**config.mk**
```make
export PLATFORM = sky130hd
export DESIGN_NAME = tri_wireframe_raster
export DESIGN_NICKNAME = d
export VERILOG_FILES = /design/src/rtl/tri_wireframe_raster.sv
export SDC_FILE = /design/constraint.sdc
export NUM_CORES = 1
export LEC_CHECK = 0
export CORE_MARGIN = 3
export CORE_UTILIZATION = 60
export DETAILED_ROUTE_END_ITERATION = 8
export GPL_TIMING_DRIVEN = 0
export PLACE_DENSITY = 0.82
export SLEW_MARGIN = 5
export SYNTH_ARGS = -nofsm -noshare
export SYNTH_HDL_FRONTEND = slang
export SYNTH_SLANG_ARGS = --single-unit
```
**constraint.sdc**
```tcl
create_clock -name Clk -period 7.7 [get_ports Clk]
set_input_delay 0.77 -clock Clk [delete_from_list [all_inputs] [get_ports Clk]]
set_output_delay 0.77 -clock Clk [all_outputs]
set_load 0.1 [all_outputs]
```
**src/rtl/tri_wireframe_raster.sv**
```systemverilog
// Midpoint wireframe rasterizer: walks V1->V2->V3->V1 and emits one
// pixel per cycle over pix_valid/pix_ready; off-screen pixels are clipped.
// Ports:
//   Clk, Reset_n         clock, async active-low reset
//   tri_valid/tri_ready  triangle handshake, proj_triangle [2]=V1 [1]=V2 [0]=V3
//   pix_valid/pix_ready  pixel handshake, pix_x/pix_y coordinate
//   busy                 not idle
//   done                 one-cycle pulse after the last pixel
module tri_wireframe_raster #(
    parameter int CW       = 10,
    parameter int SCREEN_W = 128,
    parameter int SCREEN_H = 128
) (
    input  logic                     Clk,
    input  logic                     Reset_n,
    input  logic                     tri_valid,
    output logic                     tri_ready,
    input  logic [2:0][1:0][CW-1:0]  proj_triangle,
    output logic                     pix_valid,
    input  logic                     pix_ready,
    output logic [CW-1:0]            pix_x,
    output logic [CW-1:0]            pix_y,
    output logic                     busy,
    output logic                     done
);

    typedef enum logic [1:0] {IDLE, SETUP, DRAW, DONE} state_t;

    state_t                    state, state_nxt;
    logic [2:0][1:0][CW-1:0]   verts;
    logic [1:0]                e;
    logic [CW-1:0]             x, y, dx, dy_mag;
    logic [CW-1:0]             x0, y0, x1, y1;
    logic [CW-1:0]             dx_new, dy_new;
    logic                      sx_neg, sy_neg;
    logic signed [CW+1:0]      err;
    logic signed [CW+2:0]      e2, dx_e, dy_e, err_w;
    logic                      on_screen, at_end, step_x, step_y;
    logic                      accept, load, consume, edge_next;

    always_comb begin
        x0 = verts[0][0];
        y0 = verts[0][1];
        x1 = verts[2][0];
        y1 = verts[2][1];
        case (e)
            2'd0: begin
                x0 = verts[2][0]; y0 = verts[2][1];
                x1 = verts[1][0]; y1 = verts[1][1];
            end
            2'd1: begin
                x0 = verts[1][0]; y0 = verts[1][1];
                x1 = verts[0][0]; y1 = verts[0][1];
            end
            default: ;
        endcase
    end

    assign dx_new = (x1 >= x0) ? x1 - x0 : x0 - x1;
    assign dy_new = (y1 >= y0) ? y1 - y0 : y0 - y1;

    assign on_screen = ({1'b0, x} < (CW+1)'(SCREEN_W))
                    && ({1'b0, y} < (CW+1)'(SCREEN_H));
    assign at_end    = (x == x1) && (y == y1);

    // dy is held as a magnitude; the signed form is -|dy|.
    assign e2     = $signed({err, 1'b0});
    assign dx_e   = $signed({3'b000, dx});
    assign dy_e   = -$signed({3'b000, dy_mag});
    assign step_x = (e2 >= dy_e);
    assign step_y = (e2 <= dx_e);
    assign err_w  = $signed({err[CW+1], err})
                  + (step_x ? dy_e : '0)
                  + (step_y ? dx_e : '0);

    always_ff @(posedge Clk or negedge Reset_n) begin
        if (!Reset_n) state <= IDLE;
        else          state <= state_nxt;
    end

    always_comb begin
        state_nxt = state;
        tri_ready = 1'b0;
        done      = 1'b0;
        accept    = 1'b0;
        load      = 1'b0;
        consume   = 1'b0;
        edge_next = 1'b0;
        unique case (state)
            IDLE: begin
                tri_ready = 1'b1;
                if (tri_valid) begin
                    accept    = 1'b1;
                    state_nxt = SETUP;
                end
            end
            SETUP: begin
                load      = 1'b1;
                state_nxt = DRAW;
            end
            DRAW: begin
                consume = pix_ready || !on_screen;
                if (consume && at_end) begin
                    edge_next = 1'b1;
                    state_nxt = (e == 2'd2) ? DONE : SETUP;
                end
            end
            DONE: begin
                done      = 1'b1;
                state_nxt = IDLE;
            end
            default: state_nxt = IDLE;
        endcase
    end

    assign busy      = (state != IDLE);
    assign pix_valid = (state == DRAW) && on_screen;
    assign pix_x     = x;
    assign pix_y     = y;

    always_ff @(posedge Clk or negedge Reset_n) begin
        if (!Reset_n) begin
            verts  <= '0;
            e      <= '0;
            x      <= '0;
            y      <= '0;
            dx     <= '0;
            dy_mag <= '0;
            sx_neg <= 1'b0;
            sy_neg <= 1'b0;
            err    <= '0;
        end else begin
            if (accept) begin
                verts <= proj_triangle;
                e     <= '0;
            end
            if (load) begin
                x      <= x0;
                y      <= y0;
                dx     <= dx_new;
                dy_mag <= dy_new;
                sx_neg <= !(x0 < x1);
                sy_neg <= !(y0 < y1);
                err    <= $signed({2'b00, dx_new}) - $signed({2'b00, dy_new});
            end
            if (consume && !at_end) begin
                err <= err_w[CW+1:0];
                if (step_x) x <= sx_neg ? x - CW'(1) : x + CW'(1);
                if (step_y) y <= sy_neg ? y - CW'(1) : y + CW'(1);
            end
            if (edge_next && e != 2'd2) e <= e + 2'd1;
        end
    end

endmodule
```
Word level (Yosys, flattened, before mapping)
Index checks and enable logic that the tools add are counted.

cells by class
  reduce and logical (&&, ||, !) cells = 17
  muxes and demuxes = 32
  magnitude comparators = 8
  eq/ne operators = 10
  $add $sub $neg = 13

operator list
  kind                                                                            count
  10-bit two-way mux                                                              11
  10-bit one-hot mux with 2 select lines                                          4
  10-bit subtractor                                                               4
  12-bit two-way mux                                                              3
  10-bit by 1-bit adder with 10-bit output (second input constant)                2
  10-bit equality test                                                            2
  10-bit greater-or-equal comparator                                              2
  10-bit less-than comparator                                                     2
  10-bit by 8-bit less-than comparator with 1-bit output (second input constant)  2
  10-bit by 1-bit subtractor with 10-bit output (second input constant)           2
  13-bit greater-or-equal comparator                                              1
  13-bit by 11-bit less-or-equal comparator with 1-bit output                     1
  10-bit negation with 13-bit output                                              1
  12-bit by 10-bit adder with 12-bit output                                       1
  12-bit adder                                                                    1
  10-bit by 10-bit subtractor with 11-bit output                                  1
  2-bit two-way mux                                                               5
  1-bit two-way mux                                                               8
  2-bit one-hot mux with 4 select lines                                           1
  2-bit equality test (second input constant)                                     3
  1-bit logical AND                                                               6
  2-bit != test (second input constant)                                           3
  2-bit nonzero test                                                              3
  2-bit by 1-bit equality test with 1-bit output (second input constant)          2
  5 further kinds                                                                 9

storage, ports and cells
  input port bits = 64
  register bits = 118
  word-level logic and storage cells = 95
  output and inout bits = 24

Depth between registers and ports, before layout
Gate-level depths: netlist (run 1).

  depth after elaboration = 9
  depth in mapped cells = 24

Least setup slack after synthesis (run 1)
OpenSTA, ideal clock, no wires.

  path kind = flip-flop to flip-flop
  start = register e[0]
  end = register err[8]
  path buffers = 3
  required time = 7.575 ns
  cell stages (with the launch flop) = 24
  arrival = 5.369 ns
  slack = 2.206 ns
  library setup time = 0.125 ns
  cells stage by stage = dfrtp_1 inv_1 ha_1 nor2_2 buf_2 clkbuf_1 a21o_1 ha_1 inv_1 fa_1 nand3_1 a31oi_1 o41ai_1 buf_2 mux2i_1 xor2_1 ha_1 a21o_1 a21oi_1 o21ai_0 o41ai_1 xor2_1 o21ai_0 mux2_2

between the ends
  cells in the longest elaborated chain, start to end = 7
  elaborated cells on any way between the ends = 23
  those cells by class = add/sub: 5; order compare: 2; eq/ne: 3; mux: 8; reduce/logical: 5

ends and longest elaborated chain
  item                                                                                 line      RTL
  start: declaration                                                                   31        logic [1:0] e;
  start signal: assignment                                                             151       if (edge_next && e != 2'd2) e <= e + 2'd1;
  2-bit by 1-bit equality test with 1-bit output or 2-bit logical NOT (tied branches)  46        case (e)
  10-bit one-hot mux with 2 select lines                                               46
  10-bit subtractor (tied with other cells)                                            59        assign dx_new = (x1 >= x0) ? x1 - x0 : x0 - x1;
  10-bit two-way mux (tied with other cells)                                           59
  10-bit by 10-bit subtractor with 11-bit output or 1-bit logical NOT (tied branches)  144, 146
  12-bit two-way mux or 1-bit logical AND (tied branches)                              137, 146
  12-bit two-way mux or 2-bit nonzero test (tied branches)                             -
  end signal: assignment                                                               144       err <= $signed({2'b00, dx_new}) - $signed({2'b00, dy_new});
  end signal: assignment                                                               147       err <= err_w[CW+1:0];
  end: declaration                                                                     36        logic signed [CW+1:0] err;

Parallel ways exist; a longest one is shown, timed or not. The select of a mux whose other input is x is not followed.
A chain may end at the register's enable or synchronous reset.

Final worst setup path (run 1)
Ends and elaborated chain as after synthesis.

==> impl_metrics.ini, run 1 <==
[synth]
ys_ff_latch = 118
yosysSeqAreaShare = 0.293
synth.net_count = 1404
netlist_area_sq_um = 10100
netlist_instances = 1220
yosysUniqueCellTypes = 68
synth_ff_type = dfrtp_1
yosys.area.top_type_share = 0.293
synth-warning-count = 0
synth.avg_cell_area_sq_um = 8.27
async_flop_share = 1.00
synth_edf_count = 0
synth_top_area_cell = dfrtp_1
ys_top_cells_by_area = dfrtp_1 (29%), ha_1 (13%), nand2_1 (8.9%)

[clocking]
cts.sinks = 118
cts_root_buf = clkbuf_16
holdBufCountCts = 0
tritoncts = built
clkSlewWorstSetupHoldPaths_ns = 0.06
clk_path_buf_depth = 2
numCtsBuffers = 17
clk_latency_ns = 0.43
htreeDepth = 4
post_cts_resized = 0
post-cts-setup-buffer-count = 0

[setup_path]
worstSetupPathType = register to register
crit_path_max_fanout = 10
critical_path.max_stage_delay_ns = 0.83
path_delay_family = compound AO/OA/AOI/OAI gates
crit_slowest_cell = o41ai_1
path_buf_inv = 5
critical_path.most_common_cell = ha_1
cp.required_ns = 8.01
critPathLaunchType = register
crit_path_cell_trace = inv_1 -> ha_1 -> nor2_2 -> buf_2 -> clkbuf_1 -> a21o_1 -> ha_1 -> inv_1 -> fa_1 -> nand3_1 -> a31oi_1 -> o41ai_1 -> buf_2 -> mux2i_1 -> xor2_1 -> ha_1 -> a21o_1 -> a21oi_1 -> o21ai_0 -> o41ai_1 -> xor2_1 -> o21ai_0 -> mux2_2
end_kind = register
worstPathArrival_ns = 7.50

[routing]
route.final.wire_length_um = 29900
drc = 0
vias_per_cell = 6.06
ant_nets = 0
drt_pass1_iterations = 7
vias = 9431
dr.first_iter.drc_count = 805
wl_per_cell_um = 19.3

[timing]
rsz0062_at_grt = no
layout_min_cycle_time_ns = 7.19
setup_viol_count_final = 0
relSlewSlack = 0.328
max_freq_mhz = 139
hold_viol = 0
layout_setup_ws_ns = 0.507
finalSetupTns_ns = 0
period_share = 0.934
maxSlewViolCount = 0
fin_worst_skew_ns = 0.0141
max_slew.worst_pin.slew_ns = 1.01

[die]
pin_count = 88
start_util = 0.624
die_x_um = 136
rows = 46
die_area_sq_um = 18400
core_sq_um = 16200
fp.dieH_um = 136

[place]
gp_congestion = 0.944
hpwl_um = 23100
dp_slack_ns = 0.761
portBuffers = 87

[status]
status = complete, no violations

[global_route]
antenna_found_initial = 0
grt_pass1_vias = 9304
grt_pass1_wl_um = 48000
grt_max_degree = 66
overflow = 0
grt_use_total = 0.335

[layout]
nNetsFinal = 1511
antenna_cells = 0
area_delta_synth_final_pct = 17.6
drive_above_1_share = 0.0612
fillCellCount = 1271

[worst_hold_path]
hp-class = input pin to asynchronous set/reset pin

[job]
drv_cap = 0
worst paths after layout:
path / from / slack (ns) / end / depth (start not counted)
worst min-delay path: Reset_n / 0.28 / verts[50] / 1
worst max register to register: e[0] / 0.51 / err[8] / 23
max in group asynchronous: Reset_n / 6.68 / dx[6] / 2
worst min register to register: verts[6] / 0.51 / verts[6] / 2
min in group Clk: verts[6] / 0.51 / verts[6] / 2
worst max-delay path: e[0] / 0.51 / err[8] / 23
cells by family (layout without fill, tap and decap cells):
group,Yosys count,in the layout,share of synthesized area
simple gates,444,444,0.202
compound gates,302,302,0.198
buf+inv,140,259,0.0561
fa+ha+maj,120,120,0.162
flops,118,118,0.293
xor+xnor,63,63,0.0547
mux,33,33,0.0342
registers in the layout, indices dropped and copies added, names as in the netlist:
register / cells
sy_neg: 1
dx: 10
pix_y: 10
pix_x: 10
state: 2
dy_mag: 10
e: 2
sx_neg: 1
verts: 60
err: 12
cells in the final DEF (no fill, tap or decap), types with 16 or more instances in the layout:
cell type / n
nand2_1: 240
dfrtp_1: 118
ha_1: 102
inv_1: 90
a21oi_1: 86
clkdlybuf4s50_1: 86
nor2_1: 75
o21ai_0: 62
xnor2_1: 42
clkbuf_1: 38
a22o_1: 32
nand2b_1: 21
xor2_1: 21
mux2i_1: 21
a21o_1: 19
fa_1: 18
clkbuf_16: 17
nand3_1: 16
metal layers:
layer  vias to the layer above  routed length [um]  global-route usage
li1                       4466                   -                   -
met4                         0                1150               0.147
met2                       417               14400               0.556
met5                         -                   0                   0
met1                      4462               12500               0.440
met3                        86                1910              0.0442
cell usage after synthesis, drive strengths merged, types with 18 or more instances:
| master | n |
|---|---|
| a21o | 19 |
| nor2 | 78 |
| o21ai | 63 |
| a21oi | 99 |
| xor2 | 21 |
| clkbuf | 38 |
| inv | 90 |
| a22o | 32 |
| ha | 102 |
| dfrtp | 118 |
| fa | 18 |
| xnor2 | 42 |
| nand2b | 21 |
| mux2i | 21 |
| nand2 | 240 |
final cells by class:
cell class / count / area, sq um / area share
timing repair buffer: 88 / 900 / 0.0758
tap: 216 / 270 / 0.0228
sequential: 118 / 2950 / 0.249
multi-input combinational: 962 / 6570 / 0.554
buffer: 49 / 224 / 0.0189
clock inverter: 13 / 171 / 0.0144
clock buffer: 18 / 439 / 0.0370
inverter: 91 / 342 / 0.0288
metrics by stage:
stage	hold WS (ns)	instances	instance area (sq um)	utilization
floorplan	0.459	1220	10100	-
global placement	0.483	1523	11200	0.694
detailed placement	0.488	1524	11300	0.696
CTS	0.294	1555	11900	0.734
global route	0.311	1555	11900	0.734
finish	0.278	1555	11900	0.734
worst register-to-register path: stages (launching register included):
cell and delay [ns]:
dfrtp_1 0.39, inv_1 0.08, ha_1 0.27, nor2_2 0.37
buf_2 0.42, clkbuf_1 0.51, a21o_1 0.32, ha_1 0.19
inv_1 0.05, fa_1 0.40, nand3_1 0.13, a31oi_1 0.12
o41ai_1 0.83, buf_2 0.40, mux2i_1 0.25, xor2_1 0.31
ha_1 0.34, a21o_1 0.19, a21oi_1 0.20, o21ai_0 0.18
o41ai_1 0.54, xor2_1 0.21, o21ai_0 0.11, mux2_2 0.28
Power of run 1 is left out: the tool's default activity adds up to more than one toggle a clock period on the data nets, which glitch-free logic cannot reach.
==> run 2, diff against run 1 <==
REMOVE_ABC_BUFFERS = 1   (was unset)
SKIP_LAST_GASP = 1   (was unset)
==> impl_metrics.ini, run 2 (synthesis results as in run 1) <==
[status]
status = complete, no violations

[setup_path]
reg2reg_from = e[1]
r2r_setup_slack_ns = 1.60
cp.required_ns = 8.00
reg2reg_to = err[8]
crit_path_cell_trace = inv_1 -> ha_2 -> nor2_4 -> buf_12 -> a21oi_1 -> inv_1 -> ha_1 -> nand4_1 -> a311oi_1 -> o21ai_1 -> mux2_2 -> fa_1 -> a21o_1 -> a21oi_1 -> o21ai_0 -> o41ai_1 -> xor2_1 -> o21ai_0 -> mux2_2
crit_path_max_fanout = 22
critPathLaunchType = register
worstSetupPathType = register to register
crit_slowest_cell = o21ai_1
end_kind = register
worstPathArrival_ns = 6.40
critical_path.max_stage_delay_ns = 0.88
ff2ff_path_depth = 19

[timing]
setup_viol_count_final = 0
fin_worst_skew_ns = 0.0120
hold_viol = 0
rsz0062_at_grt = no
period_share = 0.792
finalSetupTns_ns = 0
layout_min_cycle_time_ns = 6.10
relSlewSlack = 0.279
maxSlewViolCount = 0
layout_setup_ws_ns = 1.60
max_freq_mhz = 164
max_slew.worst_pin.slew_ns = 1.07

[routing]
vias = 8878
dr.first_iter.drc_count = 565
ant_nets = 0
vias_per_cell = 5.86
wl_per_cell_um = 16.8
drt_pass1_iterations = 5
route.final.wire_length_um = 25400
drc = 0

[job]
drv_cap = 0

[layout]
finalInstanceArea_sq_um = 11800
nNetsFinal = 1469
area_delta_synth_final_pct = 16.8
layout_common_cells = nand2_1 (239), dfrtp_1 (118), ha_1 (100)
antenna_cells = 0
reg_top3 = verts: 60 flops, err: 12 flops
drive_above_1_share = 0.0663
final_cells = 1514
largest_reg_flops = 60
top_register = verts
final_common_cell = nand2_1

[place]
gp_congestion = 0.923
dpl-instance-area_sq_um = 11200
dp_slack_ns = 1.75
hpwl_um = 19400
portBuffers = 87
dp.cells = 1482

[global_route]
antenna_found_initial = 0
grt_pass1_wl_um = 42600
overflow = 0
grt_use_total = 0.289
grt_pass1_vias = 8558
grt_max_degree = 62

[clocking]
htreeDepth = 4
holdBufCountCts = 0
post-cts-setup-buffer-count = 0
cts.sinks = 118
clkSlewWorstSetupHoldPaths_ns = 0.06
clk_latency_ns = 0.42
tritoncts = built
cts_root_buf = clkbuf_16
post_cts_resized = 0
numCtsBuffers = 17
clk_path_buf_depth = 2

[die]
fp.dieH_um = 136
die_area_sq_um = 18400
die_x_um = 136
pin_count = 88
core_sq_um = 16200
start_util = 0.624
rows = 46

[worst_hold_path]
hp-class = input pin to asynchronous set/reset pin
run 2: metrics by stage:
stage / util / hold WS (ns)
after global routing: 0.728 / 0.358
after floorplan: - / 0.459
after CTS: 0.728 / 0.333
after global placement: 0.681 / 0.482
after detailed placement: 0.692 / 0.479
final: 0.728 / 0.312
run 2: area by class of cell:
class | count | area (sq um)
Clock buffer | 21 | 460
Clock inverter | 11 | 126
Fill cell | 1239 | 4390
Inverter | 91 | 342
Multi-Input combinational cell | 962 | 6600
Sequential cell | 118 | 2950
Tap cell | 216 | 270
Timing Repair Buffer | 95 | 1030
run 2: metal layers:
metal  track usage  vias up  share of wire
li1              -     4355              -
met1         0.393     4214           0.45
met2         0.475      266           0.48
met3        0.0472       43          0.051
met4        0.0907        0          0.026
met5             0        -              0
run 2: worst max path at each step:
stage / from / endpoint / slack [ns] / cells after the start
floorplan: e[0] / err[8] / 0.71 / 17
global placement: e[0] / err[8] / -1.45 / 17
detailed placement: e[0] / err[8] / 1.75 / 19
CTS: e[0] / err[8] / 1.65 / 19
global route: e[1] / err[10] / 1.19 / 20
finish: e[1] / err[8] / 1.60 / 19
run 2: worst max-delay path, delay by kind of cell (launching register included):
family | cells | cell delay [ns]
AOI/OAI and AO/OA | 8 | 2.59
adders and majority gates | 3 | 1.27
muxes | 2 | 0.75
buffers and inverters | 3 | 0.51
DFF | 1 | 0.38
and+or+nand+nor | 2 | 0.29
xor gates and xnor gates | 1 | 0.17
Power of run 2 is left out for the same reason.
==> run 3, diff against run 2 <==
CORE_UTILIZATION = 54   (was 60)
PLACE_DENSITY = 0.78   (was 0.82)
clock period = 5.48 ns   (was 7.7 ns; I/O delays follow)
==> impl_metrics.ini, run 3 (synthesis results as in run 1) <==
[routing]
vias_per_cell = 5.86
dr.first_iter.drc_count = 599
drc = 0
drt_pass1_iterations = 5
ant_nets = 0
route.final.wire_length_um = 26600
wl_per_cell_um = 17.1
vias = 9086

[setup_path]
path_buf_inv = 5
worstSetupPathType = register to register
crit_path_max_fanout = 8
path_delay_family = compound AO/OA/AOI/OAI gates
r2r_setup_slack_ns = 0.12
worstPathArrival_ns = 5.67
cp.required_ns = 5.79
end_kind = register
reg2reg_from = e[0]
crit_slowest_cell = o41ai_4
crit_path_cell_trace = inv_1 -> ha_4 -> nor2_4 -> buf_4 -> a21oi_1 -> inv_1 -> ha_1 -> nand4_1 -> a31oi_1 -> o41ai_4 -> buf_6 -> mux2i_1 -> xor2_1 -> ha_1 -> a21o_1 -> a21oi_2 -> o21ai_1 -> o41ai_2 -> buf_4 -> xor2_1 -> o21ai_0 -> mux2_2
critical_path.max_stage_delay_ns = 0.49
critPathLaunch = e[0]
critPathLaunchType = register

[clocking]
cts.sinks = 118
cts_root_buf = clkbuf_16
clk_latency_ns = 0.42
clkSlewWorstSetupHoldPaths_ns = 0.06
clk_path_buf_depth = 2
numCtsBuffers = 17
holdBufCountCts = 0
tritoncts = built
htreeDepth = 4

[layout]
largest_reg_flops = 60
drive_above_1_share = 0.0983
final_common_cell = nand2_1
reg_top3 = verts: 60 flops, err: 12 flops
area_delta_synth_final_pct = 20.8
nNetsFinal = 1493
top_register = verts
antenna_cells = 0
layout_common_cells = nand2_1 (239), dfrtp_1 (117), ha_1 (98)

[status]
status = complete, no violations

[global_route]
antenna_found_initial = 0
grt_pass1_wl_um = 43200
grt_pass1_vias = 8836
grt_max_degree = 84
overflow = 0
grt_use_total = 0.262

[die]
core_sq_um = 18100
start_util = 0.556
fp.dieH_um = 143
die_area_sq_um = 20400
die_x_um = 143
pin_count = 88
rows = 49

[timing]
relSlewSlack = 0.307
max_freq_mhz = 187
maxSlewViolCount = 0
period_share = 0.978
layout_min_cycle_time_ns = 5.36
fin_worst_skew_ns = 0.0123
hold_viol = 0
max_slew.worst_pin.slew_ns = 1.04
layout_setup_ws_ns = 0.119
setup_viol_count_final = 0

[worst_hold_path]
hp-class = input pin to asynchronous set/reset pin

[place]
dp_slack_ns = -0.543
portBuffers = 87
gp_congestion = 0.909
hpwl_um = 19500

[job]
drv_cap = 0
[run 3: changes by cell type in the layout (fill, tap and decap cells not counted), sizes merged]
cell	previous run	this run
buf	9	33
inv	90	92
clkinvlp	4	1
clkbuf	21	18
bufinv	2	5
clkinv	6	7
[run 3: through the flow]
step | utilization | hold WS [ns] | area [sq um] | setup TNS [ns] | std cells
after detailed placement | 0.618 | 0.467 | 11200 | -1.88 | 1495
after global placement | 0.607 | 0.479 | 11000 | -154.49 | 1487
final | 0.672 | 0.0139 | 12200 | 0 | 1551
after floorplan | - | 0.252 | 9870 | -11.29 | 1171
after CTS | 0.657 | 0.0198 | 11900 | -0.0282 | 1529
after global routing | 0.672 | 0.0312 | 12200 | -0.150 | 1551
[run 3: final timing paths]
check / to / cells after the start
max in group asynchronous: e[0] / 2
min: verts[32] / 1
min reg2reg: verts[54] / 2
max: err[8] / 22
max reg2reg: err[8] / 22
min in group Clk: verts[54] / 2
[run 3: area by class of cell]
cell class,instances,area [sq um]
fill,1490,5960
timing repair buffer,119,1220
clock inverter,14,224
multi-input combinational,962,6740
inverter,91,342
tap,229,287
clock buffer,18,429
sequential,118,2950
[run 3: layer usage]
layer  up-vias  share of wire  GRT usage
met2       256           0.49      0.436
met4         0          0.027     0.0955
met3        47          0.046     0.0368
met1      4368           0.44      0.349
li1       4415              -          -
met5         -              0          0
[run 3: timing repair]
item | CTS | global route
endpoints found under the hold margin | 0 | 0
setup buffers | 2 | 22
setup endpoints to repair | 6 | 6
pin swaps | 2 | 9
resized for setup | 6 | 22
cloned | 0 | 0
Power of run 3 is left out for the same reason.
